==> src/rtl/wb_master_engine_if.sv <==
// Command, write-data, read-data, response and Wishbone master signals of wb_master_engine.
// The master modport is the engine side; the slave modport is the side that drives commands and the bus slave.
interface wb_master_engine_if #(
    parameter int DWIDTH = 32,
    parameter int AWIDTH = 32,
    parameter int BLEN_W = 4
);
    logic                  cmd_valid;
    logic                  cmd_ready;
    logic                  cmd_we;
    logic [AWIDTH-1:0]     cmd_adr;
    logic [DWIDTH/8-1:0]   cmd_sel;
    logic [BLEN_W-1:0]     cmd_len;

    logic                  wdat_valid;
    logic [DWIDTH-1:0]     wdat;
    logic                  wdat_ready;

    logic                  rdat_valid;
    logic [DWIDTH-1:0]     rdat;

    logic                  rsp_valid;
    logic [1:0]            rsp_status;

    logic                  cyc;
    logic                  stb;
    logic                  we;
    logic [DWIDTH/8-1:0]   sel;
    logic [AWIDTH-1:0]     adr;
    logic [DWIDTH-1:0]     dout;
    logic [2:0]            cti;
    logic [DWIDTH-1:0]     din;
    logic                  ack;
    logic                  err;
    logic                  rty;

    modport master (
        input  cmd_valid, cmd_we, cmd_adr, cmd_sel, cmd_len,
        input  wdat_valid, wdat,
        input  din, ack, err, rty,
        output cmd_ready, wdat_ready, rdat_valid, rdat, rsp_valid, rsp_status,
        output cyc, stb, we, sel, adr, dout, cti
    );

    modport slave (
        output cmd_valid, cmd_we, cmd_adr, cmd_sel, cmd_len,
        output wdat_valid, wdat,
        output din, ack, err, rty,
        input  cmd_ready, wdat_ready, rdat_valid, rdat, rsp_valid, rsp_status,
        input  cyc, stb, we, sel, adr, dout, cti
    );
endinterface

==> src/rtl/wb_master_engine.sv <==
// Wishbone B4 burst master: accepts a read/write command, runs up to 2**BLEN_W beats with
// retry, error and timeout handling, and reports completion with a one-cycle status pulse.
module wb_master_engine #(
    parameter int DWIDTH    = 32,
    parameter int AWIDTH    = 32,
    parameter int BLEN_W    = 4,
    parameter int MAX_RETRY = 3,
    parameter int TIMEOUT   = 255
) (
    input  logic clk,
    input  logic rst,
    wb_master_engine_if.master bus
);
    localparam int SW = DWIDTH / 8;
    localparam int RW = (MAX_RETRY < 1) ? 1 : $clog2(MAX_RETRY + 1);
    localparam int TW = (TIMEOUT < 2) ? 1 : $clog2(TIMEOUT + 1);

    localparam logic [1:0] ST_OK    = 2'b00;
    localparam logic [1:0] ST_ERR   = 2'b01;
    localparam logic [1:0] ST_RETRY = 2'b10;
    localparam logic [1:0] ST_TMO   = 2'b11;

    typedef enum logic [2:0] {
        S_IDLE,
        S_WDATA,
        S_STROBE,
        S_RETRY_GAP,
        S_DONE
    } state_t;

    state_t              state_q, state_d;
    logic                we_q, we_d;
    logic [AWIDTH-1:0]   adr_q, adr_d;
    logic [SW-1:0]       sel_q, sel_d;
    logic [BLEN_W-1:0]   len_q, len_d;
    logic [BLEN_W-1:0]   beat_q, beat_d;
    logic [RW-1:0]       retry_q, retry_d;
    logic [TW-1:0]       tmo_q, tmo_d;
    logic [DWIDTH-1:0]   dout_q, dout_d;
    logic [DWIDTH-1:0]   rdat_q, rdat_d;
    logic                rdat_valid_q, rdat_valid_d;
    logic [1:0]          status_q, status_d;
    logic                last_beat;
    logic                cyc_int;

    assign last_beat = (beat_q == len_q);
    assign cyc_int   = (state_q == S_WDATA) || (state_q == S_STROBE) || (state_q == S_RETRY_GAP);

    always_comb begin
        state_d      = state_q;
        we_d         = we_q;
        adr_d        = adr_q;
        sel_d        = sel_q;
        len_d        = len_q;
        beat_d       = beat_q;
        retry_d      = retry_q;
        tmo_d        = tmo_q;
        dout_d       = dout_q;
        rdat_d       = rdat_q;
        rdat_valid_d = 1'b0;
        status_d     = status_q;

        case (state_q)
            S_IDLE: begin
                if (bus.cmd_valid) begin
                    we_d     = bus.cmd_we;
                    adr_d    = bus.cmd_adr;
                    sel_d    = bus.cmd_sel;
                    len_d    = bus.cmd_len;
                    beat_d   = '0;
                    retry_d  = '0;
                    tmo_d    = '0;
                    status_d = ST_OK;
                    state_d  = bus.cmd_we ? S_WDATA : S_STROBE;
                end
            end
            S_WDATA: begin
                if (bus.wdat_valid) begin
                    dout_d  = bus.wdat;
                    state_d = S_STROBE;
                end
            end
            S_STROBE: begin
                // Termination priority: err over rty over ack; silence feeds the timeout
                if (bus.err) begin
                    status_d = ST_ERR;
                    state_d  = S_DONE;
                end else if (bus.rty) begin
                    if (retry_q == RW'(MAX_RETRY)) begin
                        status_d = ST_RETRY;
                        state_d  = S_DONE;
                    end else begin
                        retry_d = retry_q + RW'(1);
                        tmo_d   = '0;
                        state_d = S_RETRY_GAP;
                    end
                end else if (bus.ack) begin
                    if (!we_q) begin
                        rdat_d       = bus.din;
                        rdat_valid_d = 1'b1;
                    end
                    if (last_beat) begin
                        status_d = ST_OK;
                        state_d  = S_DONE;
                    end else begin
                        adr_d   = adr_q + AWIDTH'(SW);
                        beat_d  = beat_q + BLEN_W'(1);
                        retry_d = '0;
                        tmo_d   = '0;
                        state_d = we_q ? S_WDATA : S_STROBE;
                    end
                end else if (tmo_q == TW'(TIMEOUT - 1)) begin
                    status_d = ST_TMO;
                    state_d  = S_DONE;
                end else begin
                    tmo_d = tmo_q + TW'(1);
                end
            end
            S_RETRY_GAP: state_d = S_STROBE;
            S_DONE:      state_d = S_IDLE;
            default:     state_d = S_IDLE;
        endcase
    end

    always_ff @(posedge clk) begin
        if (rst) begin
            state_q <= S_IDLE;
        end else begin
            state_q <= state_d;
        end
    end

    // Reset clears the datapath too so an aborted command leaves no stale bus values behind
    always_ff @(posedge clk) begin
        if (rst) begin
            we_q         <= 1'b0;
            adr_q        <= '0;
            sel_q        <= '0;
            len_q        <= '0;
            beat_q       <= '0;
            retry_q      <= '0;
            tmo_q        <= '0;
            dout_q       <= '0;
            rdat_q       <= '0;
            rdat_valid_q <= 1'b0;
            status_q     <= ST_OK;
        end else begin
            we_q         <= we_d;
            adr_q        <= adr_d;
            sel_q        <= sel_d;
            len_q        <= len_d;
            beat_q       <= beat_d;
            retry_q      <= retry_d;
            tmo_q        <= tmo_d;
            dout_q       <= dout_d;
            rdat_q       <= rdat_d;
            rdat_valid_q <= rdat_valid_d;
            status_q     <= status_d;
        end
    end

    assign bus.cmd_ready  = (state_q == S_IDLE);
    assign bus.wdat_ready = (state_q == S_WDATA) && bus.wdat_valid;
    assign bus.rdat_valid = rdat_valid_q;
    assign bus.rdat       = rdat_q;
    assign bus.rsp_valid  = (state_q == S_DONE);
    assign bus.rsp_status = status_q;
    assign bus.cyc        = cyc_int;
    assign bus.stb        = (state_q == S_STROBE);
    assign bus.we         = we_q;
    assign bus.sel        = sel_q;
    assign bus.adr        = adr_q;
    assign bus.dout       = dout_q;
    assign bus.cti        = !cyc_int         ? 3'b000 :
                            (len_q == '0)    ? 3'b000 :
                            last_beat        ? 3'b111 : 3'b010;
endmodule

==> src/flat_wrapper.sv <==
// flat-port wrapper written by rule: the top's interface ports become plain ports
module wb_master_engine_flat 
#(
    parameter int DWIDTH    = 32,
    parameter int AWIDTH    = 32,
    parameter int BLEN_W    = 4,
    parameter int MAX_RETRY = 3,
    parameter int TIMEOUT   = 255
)
  (clk, rst, bus_cmd_valid, bus_cmd_we, bus_cmd_adr, bus_cmd_sel, bus_cmd_len, bus_wdat_valid, bus_wdat, bus_din, bus_ack, bus_err, bus_rty, bus_cmd_ready, bus_wdat_ready, bus_rdat_valid, bus_rdat, bus_rsp_valid, bus_rsp_status, bus_cyc, bus_stb, bus_we, bus_sel, bus_adr, bus_dout, bus_cti);
  wb_master_engine_if #(.DWIDTH(DWIDTH), .AWIDTH(AWIDTH), .BLEN_W(BLEN_W)) bus_i ();
  input  logic clk;
  input  logic rst;
  input wire logic [$bits(bus_i.cmd_valid)-1:0] bus_cmd_valid;
  input wire logic [$bits(bus_i.cmd_we)-1:0] bus_cmd_we;
  input wire logic [$bits(bus_i.cmd_adr)-1:0] bus_cmd_adr;
  input wire logic [$bits(bus_i.cmd_sel)-1:0] bus_cmd_sel;
  input wire logic [$bits(bus_i.cmd_len)-1:0] bus_cmd_len;
  input wire logic [$bits(bus_i.wdat_valid)-1:0] bus_wdat_valid;
  input wire logic [$bits(bus_i.wdat)-1:0] bus_wdat;
  input wire logic [$bits(bus_i.din)-1:0] bus_din;
  input wire logic [$bits(bus_i.ack)-1:0] bus_ack;
  input wire logic [$bits(bus_i.err)-1:0] bus_err;
  input wire logic [$bits(bus_i.rty)-1:0] bus_rty;
  output wire logic [$bits(bus_i.cmd_ready)-1:0] bus_cmd_ready;
  output wire logic [$bits(bus_i.wdat_ready)-1:0] bus_wdat_ready;
  output wire logic [$bits(bus_i.rdat_valid)-1:0] bus_rdat_valid;
  output wire logic [$bits(bus_i.rdat)-1:0] bus_rdat;
  output wire logic [$bits(bus_i.rsp_valid)-1:0] bus_rsp_valid;
  output wire logic [$bits(bus_i.rsp_status)-1:0] bus_rsp_status;
  output wire logic [$bits(bus_i.cyc)-1:0] bus_cyc;
  output wire logic [$bits(bus_i.stb)-1:0] bus_stb;
  output wire logic [$bits(bus_i.we)-1:0] bus_we;
  output wire logic [$bits(bus_i.sel)-1:0] bus_sel;
  output wire logic [$bits(bus_i.adr)-1:0] bus_adr;
  output wire logic [$bits(bus_i.dout)-1:0] bus_dout;
  output wire logic [$bits(bus_i.cti)-1:0] bus_cti;
  assign bus_i.cmd_valid = bus_cmd_valid;
  assign bus_i.cmd_we = bus_cmd_we;
  assign bus_i.cmd_adr = bus_cmd_adr;
  assign bus_i.cmd_sel = bus_cmd_sel;
  assign bus_i.cmd_len = bus_cmd_len;
  assign bus_i.wdat_valid = bus_wdat_valid;
  assign bus_i.wdat = bus_wdat;
  assign bus_i.din = bus_din;
  assign bus_i.ack = bus_ack;
  assign bus_i.err = bus_err;
  assign bus_i.rty = bus_rty;
  assign bus_cmd_ready = bus_i.cmd_ready;
  assign bus_wdat_ready = bus_i.wdat_ready;
  assign bus_rdat_valid = bus_i.rdat_valid;
  assign bus_rdat = bus_i.rdat;
  assign bus_rsp_valid = bus_i.rsp_valid;
  assign bus_rsp_status = bus_i.rsp_status;
  assign bus_cyc = bus_i.cyc;
  assign bus_stb = bus_i.stb;
  assign bus_we = bus_i.we;
  assign bus_sel = bus_i.sel;
  assign bus_adr = bus_i.adr;
  assign bus_dout = bus_i.dout;
  assign bus_cti = bus_i.cti;
  wb_master_engine #(.DWIDTH(DWIDTH), .AWIDTH(AWIDTH), .BLEN_W(BLEN_W), .MAX_RETRY(MAX_RETRY), .TIMEOUT(TIMEOUT)) u_core (.clk(clk), .rst(rst), .bus(bus_i));
endmodule
==> config.mk <==
export PLATFORM = sky130hd
export DESIGN_NAME = wb_master_engine_flat
export DESIGN_NICKNAME = d
export VERILOG_FILES = /design/src/rtl/wb_master_engine_if.sv /design/src/rtl/wb_master_engine.sv /design/src/flat_wrapper.sv
export SDC_FILE = /design/constraint.sdc
export NUM_CORES = 1
export LEC_CHECK = 0
export BUFFER_PORTS_ARGS = -buffer_cell sky130_fd_sc_hd__buf_2
export CAP_MARGIN = 5
export CORE_MARGIN = 3
export CORE_UTILIZATION = 49
export CTS_CLUSTER_DIAMETER = 200
export CTS_CLUSTER_SIZE = 28
export DETAILED_ROUTE_END_ITERATION = 10
export GPL_TIMING_DRIVEN = 0
export HOLD_SLACK_MARGIN = 0.12
export PLACE_DENSITY_LB_ADDON = 0.3
export SLEW_MARGIN = 20
export SYNTH_ARGS = -nofsm -noshare
export SYNTH_HDL_FRONTEND = slang
export SYNTH_SLANG_ARGS = --single-unit
export TNS_END_PERCENT = 20
==> constraint.sdc <==
create_clock -name clk -period 2.39 [get_ports clk]
set_input_delay 0.478 -clock clk [delete_from_list [all_inputs] [get_ports clk]]
set_output_delay 0.478 -clock clk [all_outputs]
set_load 0.05 [all_outputs]
==> key figures, run 1 <==
Place
  – Total of buffers placed on input and output ports: 223
  – Final GP Congestion: 0.924
  – Detail Placement HPWL: 13.4 mm
  – Placed Area: 7110 µm²

Floorplanning
  – Core ar.: 11,500 µm²
  – Area of the die: 13,200 µm²
  – Ports placed on the boundary: 224
  – Die Ht: 115 µm
  – Floorplan row count: 39
  – Initial standard-cell utilization of the core: 50.6%
  – Die X-Extent: 115 µm

STA
  – Max-slew violation total from the final report: 0
  – Unrepaired setup endpoints after global routing: true
  – Worst setup skew after layout: 0.00619 ns
  – Fmax: 428 MHz
  – Final worst-path cycle share: 97.8%
  – Transition at the pin with the smallest max-transition slack: 0.809 ns
  – Time the worst path needs with I/O delays and setup: 2.34 ns
  – Setup violations, final: 0
  – Hold Vio Cnt, Final: 0
  – Worst rel slew slack: 46.1%
  – Worst-case hold slack: 0.291 ns

Cells and area
  – Ratio of cells with drive above 1 in the final layout: 29.7%
  – Total number of nets in the final design: 1,118
  – Number of inserted filler cells in the final layout: 987
  – Final Instance Area: 7820 µm²
  – Inserted Diodes: 0
  – P&R area growth vs syn: 34.9%
  – Fraction of the core area covered by cells at the end of the flow: 68.2%

Logic synthesis
  – Top-count cell post-synth: nand2_1
  – Largest area contributor in the synthesized netlist: dfxtp_1
  – Flip-flop and latch count after synthesis: 125
  – Number of enable flip-flop cells after synthesis: 0
  – Synthesized Nets: 876
  – Post-synthesis instance area: 5800 µm²
  – Compound-cell area share of the yosys netlist: 22.7%
  – Share of synthesized registers carrying an async set or reset: 0%
  – Synthesized instance count: 759
  – Portion of the post-synthesis area used by sequential elements: 43.2%
  – Number of distinct library cells after synthesis: 71
  – Commonest cells in the synthesized netlist: 202 x nand2_1, 125 x dfxtp_1, 115 x a21oi_1
  – Top-area cell type share of the netlist area: 43.2%
  – Area share of xor/xnor cells in the synthesized design: 0.755%
  – Portion of netlist area occupied by mux cells: 0%
  – Average footprint of a synthesized cell: 7.64 µm²
  – Top_reg_cell synth: dfxtp_1
  – Post-Synth Adder-Cell Area: 1.08%
  – Top post-synthesis cells by area: dfxtp_1 43%, nand2_1 13%, a21oi_1 9.9%
  – Yosys warns: 0
  – Post-Synth Simple-Gate Area: 27.9%
  – Main combinational cell family by area after synthesis: simple AND/OR/NAND/NOR gates

Clocking
  – Total number of clock tree sinks: 125
  – Clock transition time at the flip-flop clock pins of the worst setup and hold paths: 0.06 ns
  – Clock tree buffer depth: 2
  – Clock latency on the worst-skew pair: 0.42 ns
  – Clock tree from TritonCTS: built
  – CTS H-tree depth: 4
  – Number of CTS-inserted buffers: 17
  – Buffer cell driving the clock tree root: clkbuf_16

Worst setup path
  – Kind of start point of the critical path: flip-flop
  – Type of element capturing the critical path: output pin
  – Data required time at the worst endpoint: 1.91 ns
  – Crit Path Class: reg -> out
  – Largest driver fanout on the critical path: 10
  – Data arrival time of the critical path: 1.86 ns

Global route
  – Global routing met1 resource utilization: 34.7%
  – Most Used Layer, Global Route: met2
  – Remaining global-route overflow: 0
  – Met3 Usage GRT: 8.00%
  – Wire length of the first global-routing pass: 29.1 mm
  – Met2 track demand over resource: 44.9%
  – Initial antenna violation count: 1
  – Maximum number of pins on one net before global-route repair: 17
  – Via count of the first global-routing pass: 5,952
  – GR Util All Layers: 27.8%

Run
  – # Max-Cap Violations: 0

Power
  – PwrDens: 829 nW/µm²
  – Leak: 3.35 nW
  – Worst IR drop on VDD: 0.655 mV

Status
  – Result of the run: finished, final reports clean

Detailed routing
  – DRC errors left: 0
  – Via total after detailed routing: 6,596
  – Routed wire length: 19.0 mm
  – Count of nets left with antenna violations after detail routing: 0
  – Number of search-and-repair iterations in the first detailed-routing pass: 6
  – 1st-iter DRT viols: 728
  – Vias per inst: 5.70
  – Routed length per instance: 16.4 µm

Hold path
  – Type of the worst min-delay path: in -> reg
==> cells in the final DEF (no fill, tap or decap), types with 5 or more instances in the layout <==
cell / n
ha_1: 5
and2_1: 9
nand3_1: 26
nand4_1: 9
and3_1: 7
nor3_1: 11
buf_2: 230
nand2_1: 201
a211oi_1: 8
clkbuf_16: 17
nor2_1: 36
or3_1: 9
clkinvlp_4: 5
buf_4: 7
a21oi_1: 115
o21ai_0: 29
o32ai_1: 5
clkbuf_1: 32
or4_1: 5
a31oi_1: 7
o22ai_1: 5
dfxtp_2: 5
dfxtp_1: 120
inv_1: 6
a32o_1: 5
==> registers in the layout, indices dropped and copies added, names as in the netlist, 3 cells and up <==
signal and flops:
u_core.state_q 3, u_core.bus.adr 32, u_core.beat_q 4, u_core.bus.dout 32, u_core.len_q 4, u_core.tmo_q 8, u_core.bus.rdat 32, u_core.bus.sel 4
==> worst max-delay path, cell delays in order, from the launching register on <==
cell      delay, ns
dfxtp_2        0.36
or3b_4         0.45
clkinv_2       0.14
clkbuf_4       0.26
buf_4          0.23
==> logic make-up after synthesis <==
kind of cell | Yosys count
AOI/OAI and AO/OA | 216
and+or+nand+nor | 347
adders and majority gates | 5
buffers and inverters | 61
DFF | 125
xor gates and xnor gates | 5
==> power breakdown <==
part / internal [mW] / leakage (nW) / switching [mW]
Clock: 1.85 / 0.304 / 0.933
Sequential: 2.20 / 1.02 / 0.130
Combinational: 0.396 / 2.02 / 0.973
Total: 4.45 / 3.35 / 2.04
==> worst paths after layout <==
| kind | startpoint | to | slack, ns | cells after the start |
|---|---|---|---|---|
| worst max-delay path | u_core.state_q[0]$_SDFFE_PP0P_ | bus_stb | 0.05 | 4 |
| worst max register to register | u_core.len_q[1]$_SDFFE_PP0P_ | u_core.bus.adr[8]$_SDFFE_PP0P_ | 0.10 | 8 |
| worst min-delay path | bus_din[7] | u_core.bus.rdat[7]$_SDFFE_PP0P_ | 0.29 | 3 |
| worst min register to register | u_core.bus.rdat[3]$_SDFFE_PP0P_ | u_core.bus.rdat[3]$_SDFFE_PP0P_ | 0.45 | 2 |
==> stage by stage <==
stage          setup TNS, ns  std cells  setup WS (ns)  power [mW]
4_1_cts              -0.0460       1157        -0.0130        6.47
3_3_place_gp          -0.589       1125         -0.246        3.67
6_report                   0       1157         0.0533        6.49
3_5_place_dp          -0.217       1125         -0.155        3.69
2_1_floorplan              0        759         0.0450        3.27
5_1_grt              -0.0104       1157       -0.00667        6.71
==> cell type report <==
class / instances / area, µm² / area share (%)
sequential: 125 / 2510 / 32.1
tap: 143 / 179 / 2.29
multi-input combinational: 573 / 3090 / 39.5
inverter: 8 / 35.0 / 0.448
timing repair buffer: 225 / 1140 / 14.5
buffer: 51 / 226 / 2.90
clock inverter: 10 / 160 / 2.05
clock buffer: 22 / 484 / 6.19
==> per-layer routing <==
| layer | part of all wire (%) | wire, µm |
|---|---|---|
| met1 | 40 | 7670 |
| met2 | 47 | 8900 |
| met3 | 9.3 | 1770 |
| met4 | 3.1 | 597 |
| met5 | 0.069 | 13 |
==> what timing repair did <==
| action | CTS | global route |
|---|---|---|
| pin swaps | 1 | 2 |
| gates resized for setup | 9 | 14 |
| hold buffers | 0 | 0 |
| buffers inserted | 2 | 0 |
| endpoints found under the setup margin | 8 | 30 |
No activity file was read; power rests on OpenSTA's default activity.
==> run 2, diff against run 1 <==
SETUP_SLACK_MARGIN = 0.3   (was unset)
clock period = 2.57 ns   (was 2.39 ns; I/O delays follow)
==> run 2 against run 1 <==
Net effect:
- non-clock buffer count grew 8
- sequential share of layout area down 0.24 points
- sequential power decreased by 7%
- total power decreased by 9.8%
==> key figures, run 2 (synthesis results as in run 1) <==
Status
  – Result of the run: finished, final reports clean

Clocking
  – Clock transition time at the flip-flop clock pins of the worst setup and hold paths: 0.06 ns
  – Clock latency on the worst-skew pair: 0.42 ns
  – Number of CTS-inserted buffers: 17
  – Clock tree from TritonCTS: built
  – Clock tree buffer depth: 2
  – Buffer cell driving the clock tree root: clkbuf_16
  – CTS H-tree depth: 4
  – Total number of clock tree sinks: 125

Worst setup path
  – Capturing point of the worst reg2reg path: u_core.bus.rsp_status[1]$_SDFFE_PP0P_
  – Largest driver fanout on the critical path: 10
  – Data required time at the worst endpoint: 2.06 ns
  – Kind of start point of the critical path: flip-flop
  – Depth of the most critical reg-to-reg path: 6
  – Worst reg2reg startpoint: u_core.state_q[2]$_SDFFE_PP0P_
  – Register-to-register path setup slack: 0.31 ns
  – Worst setup path end: bus_cti[2]
  – Data arrival time of the critical path: 1.76 ns
  – Start point of the critical path: u_core.state_q[0]$_SDFFE_PP0P_
  – Type of element capturing the critical path: output pin
  – Crit Path Class: reg -> out

STA
  – Max-slew violation total from the final report: 0
  – Worst-case hold slack: 0.329 ns
  – Time the worst path needs with I/O delays and setup: 2.27 ns
  – Setup violations, final: 0
  – Sum of negative setup slack: 0 ns
  – Transition at the pin with the smallest max-transition slack: 0.761 ns
  – Hold Vio Cnt, Final: 0
  – Fmax: 440 MHz
  – Worst rel slew slack: 49.3%
  – Setup slack after layout: 0.296 ns
  – Unrepaired setup endpoints after global routing: true
  – Final worst-path cycle share: 88.5%
  – Worst setup skew after layout: 0.00558 ns

Cells and area
  – Inserted Diodes: 0
  – P&R area growth vs syn: 36.0%
  – Number of inserted filler cells in the final layout: 993
  – Register cell area after layout: 2510 µm²
  – Total number of nets in the final design: 1,126
  – Multi-input logic area: 3110 µm²
  – Ratio of cells with drive above 1 in the final layout: 30.6%
  – Most common library cell in the layout ignoring fill and taps: buf_2
  – Commonest non-fill, non-tap cells in the layout: 227 x buf_2, 202 x nand2_1, 120 x dfxtp_1

Detailed routing
  – Via total after detailed routing: 6,544
  – Vias per inst: 5.62
  – 1st-iter DRT viols: 711
  – Routed wire length: 18.7 mm
  – Routed length per instance: 16.1 µm
  – Count of nets left with antenna violations after detail routing: 0
  – DRC errors left: 0
  – Number of search-and-repair iterations in the first detailed-routing pass: 5

Place
  – Total of buffers placed on input and output ports: 223
  – Detail Placement HPWL: 13.2 mm
  – Final GP Congestion: 0.904
  – DP Worst Slack: 0.144 ns

Global route
  – Via count of the first global-routing pass: 5,941
  – Remaining global-route overflow: 0
  – Initial antenna violation count: 0
  – GR Util All Layers: 27.7%
  – Wire length of the first global-routing pass: 29.3 mm
  – Maximum number of pins on one net before global-route repair: 17

Run
  – # Max-Cap Violations: 0

Floorplanning
  – Floorplan row count: 39
  – Ports placed on the boundary: 224
  – Initial standard-cell utilization of the core: 50.6%
  – Die X-Extent: 115 µm
  – Area of the die: 13,200 µm²
  – Die Ht: 115 µm
  – Core ar.: 11,500 µm²

Power
  – Leak: 3.37 nW
  – PwrDens: 742 nW/µm²
  – Worst IR drop on VDD: 0.650 mV

Hold path
  – Type of the worst min-delay path: in -> reg
==> run 2: through the flow <==
stage,utilization [%],area [µm²],total power [mW],cells
4_1_cts,68.1,7810,5.82,1159
3_3_place_gp,62.0,7110,3.42,1125
5_1_grt,68.7,7880,6.06,1165
3_5_place_dp,62.0,7110,3.42,1125
6_report,68.7,7880,5.85,1165
2_1_floorplan,-,5820,3.05,759
==> run 2: power breakdown <==
part | total [mW] | switching (mW) | internal, mW
logic | 1.30 | 0.906 | 0.394
registers | 2.17 | 0.121 | 2.05
clock network | 2.38 | 0.903 | 1.48
==> run 2: what timing repair did <==
item / in CTS / in global routing
setup endpoints to repair: 27 / 72
hold buffers: 0 / 0
pin swaps: 3 / 1
resized for setup: 26 / 15
buffers inserted: 2 / 6
cloned: 0 / 0
==> run 2: layout make-up <==
| class | count | share of cell area (%) |
|---|---|---|
| flip-flops and latches | 125 | 31.8 |
| multi-input cells | 573 | 39.4 |
| plain buffers | 53 | 3.32 |
| well taps | 143 | 2.27 |
| clock buffers | 19 | 5.75 |
| inverters | 8 | 0.445 |
| repair buffers | 231 | 15.2 |
| clock inverters | 13 | 1.79 |
==> run 2: worst min path at each step <==
stage,from,end,cells past startpoint
floorplan,u_core.retry_q[0]$_SDFFE_PP0P_,u_core.retry_q[0]$_SDFFE_PP0P_,2
global placement,u_core.bus.rdat[23]$_SDFFE_PP0P_,u_core.bus.rdat[23]$_SDFFE_PP0P_,2
detailed placement,u_core.bus.rdat[26]$_SDFFE_PP0P_,u_core.bus.rdat[26]$_SDFFE_PP0P_,2
CTS,bus_cmd_len[1],u_core.len_q[1]$_SDFFE_PP0P_,3
finish,bus_cmd_len[1],u_core.len_q[1]$_SDFFE_PP0P_,3
global route,bus_cmd_adr[1],u_core.bus.adr[1]$_SDFFE_PP0P_,3
==> run 2: routing by layer <==
layer | vias up | part of all wire (%) | track usage (%)
li1 | 3203 | - | -
met5 | - | 0 | 0
met4 | 0 | 2.2 | 9.31
met1 | 2977 | 40 | 35.4
met2 | 325 | 48 | 45.1
met3 | 39 | 10 | 8.16
==> run 2: worst max-delay path: stages (launching register included) <==
cell and delay [ns]:
dfxtp_2 0.40, clkbuf_4 0.23, nor2_1 0.11, nor3_4 0.19, and2_4 0.17, buf_4 0.11, buf_8 0.13
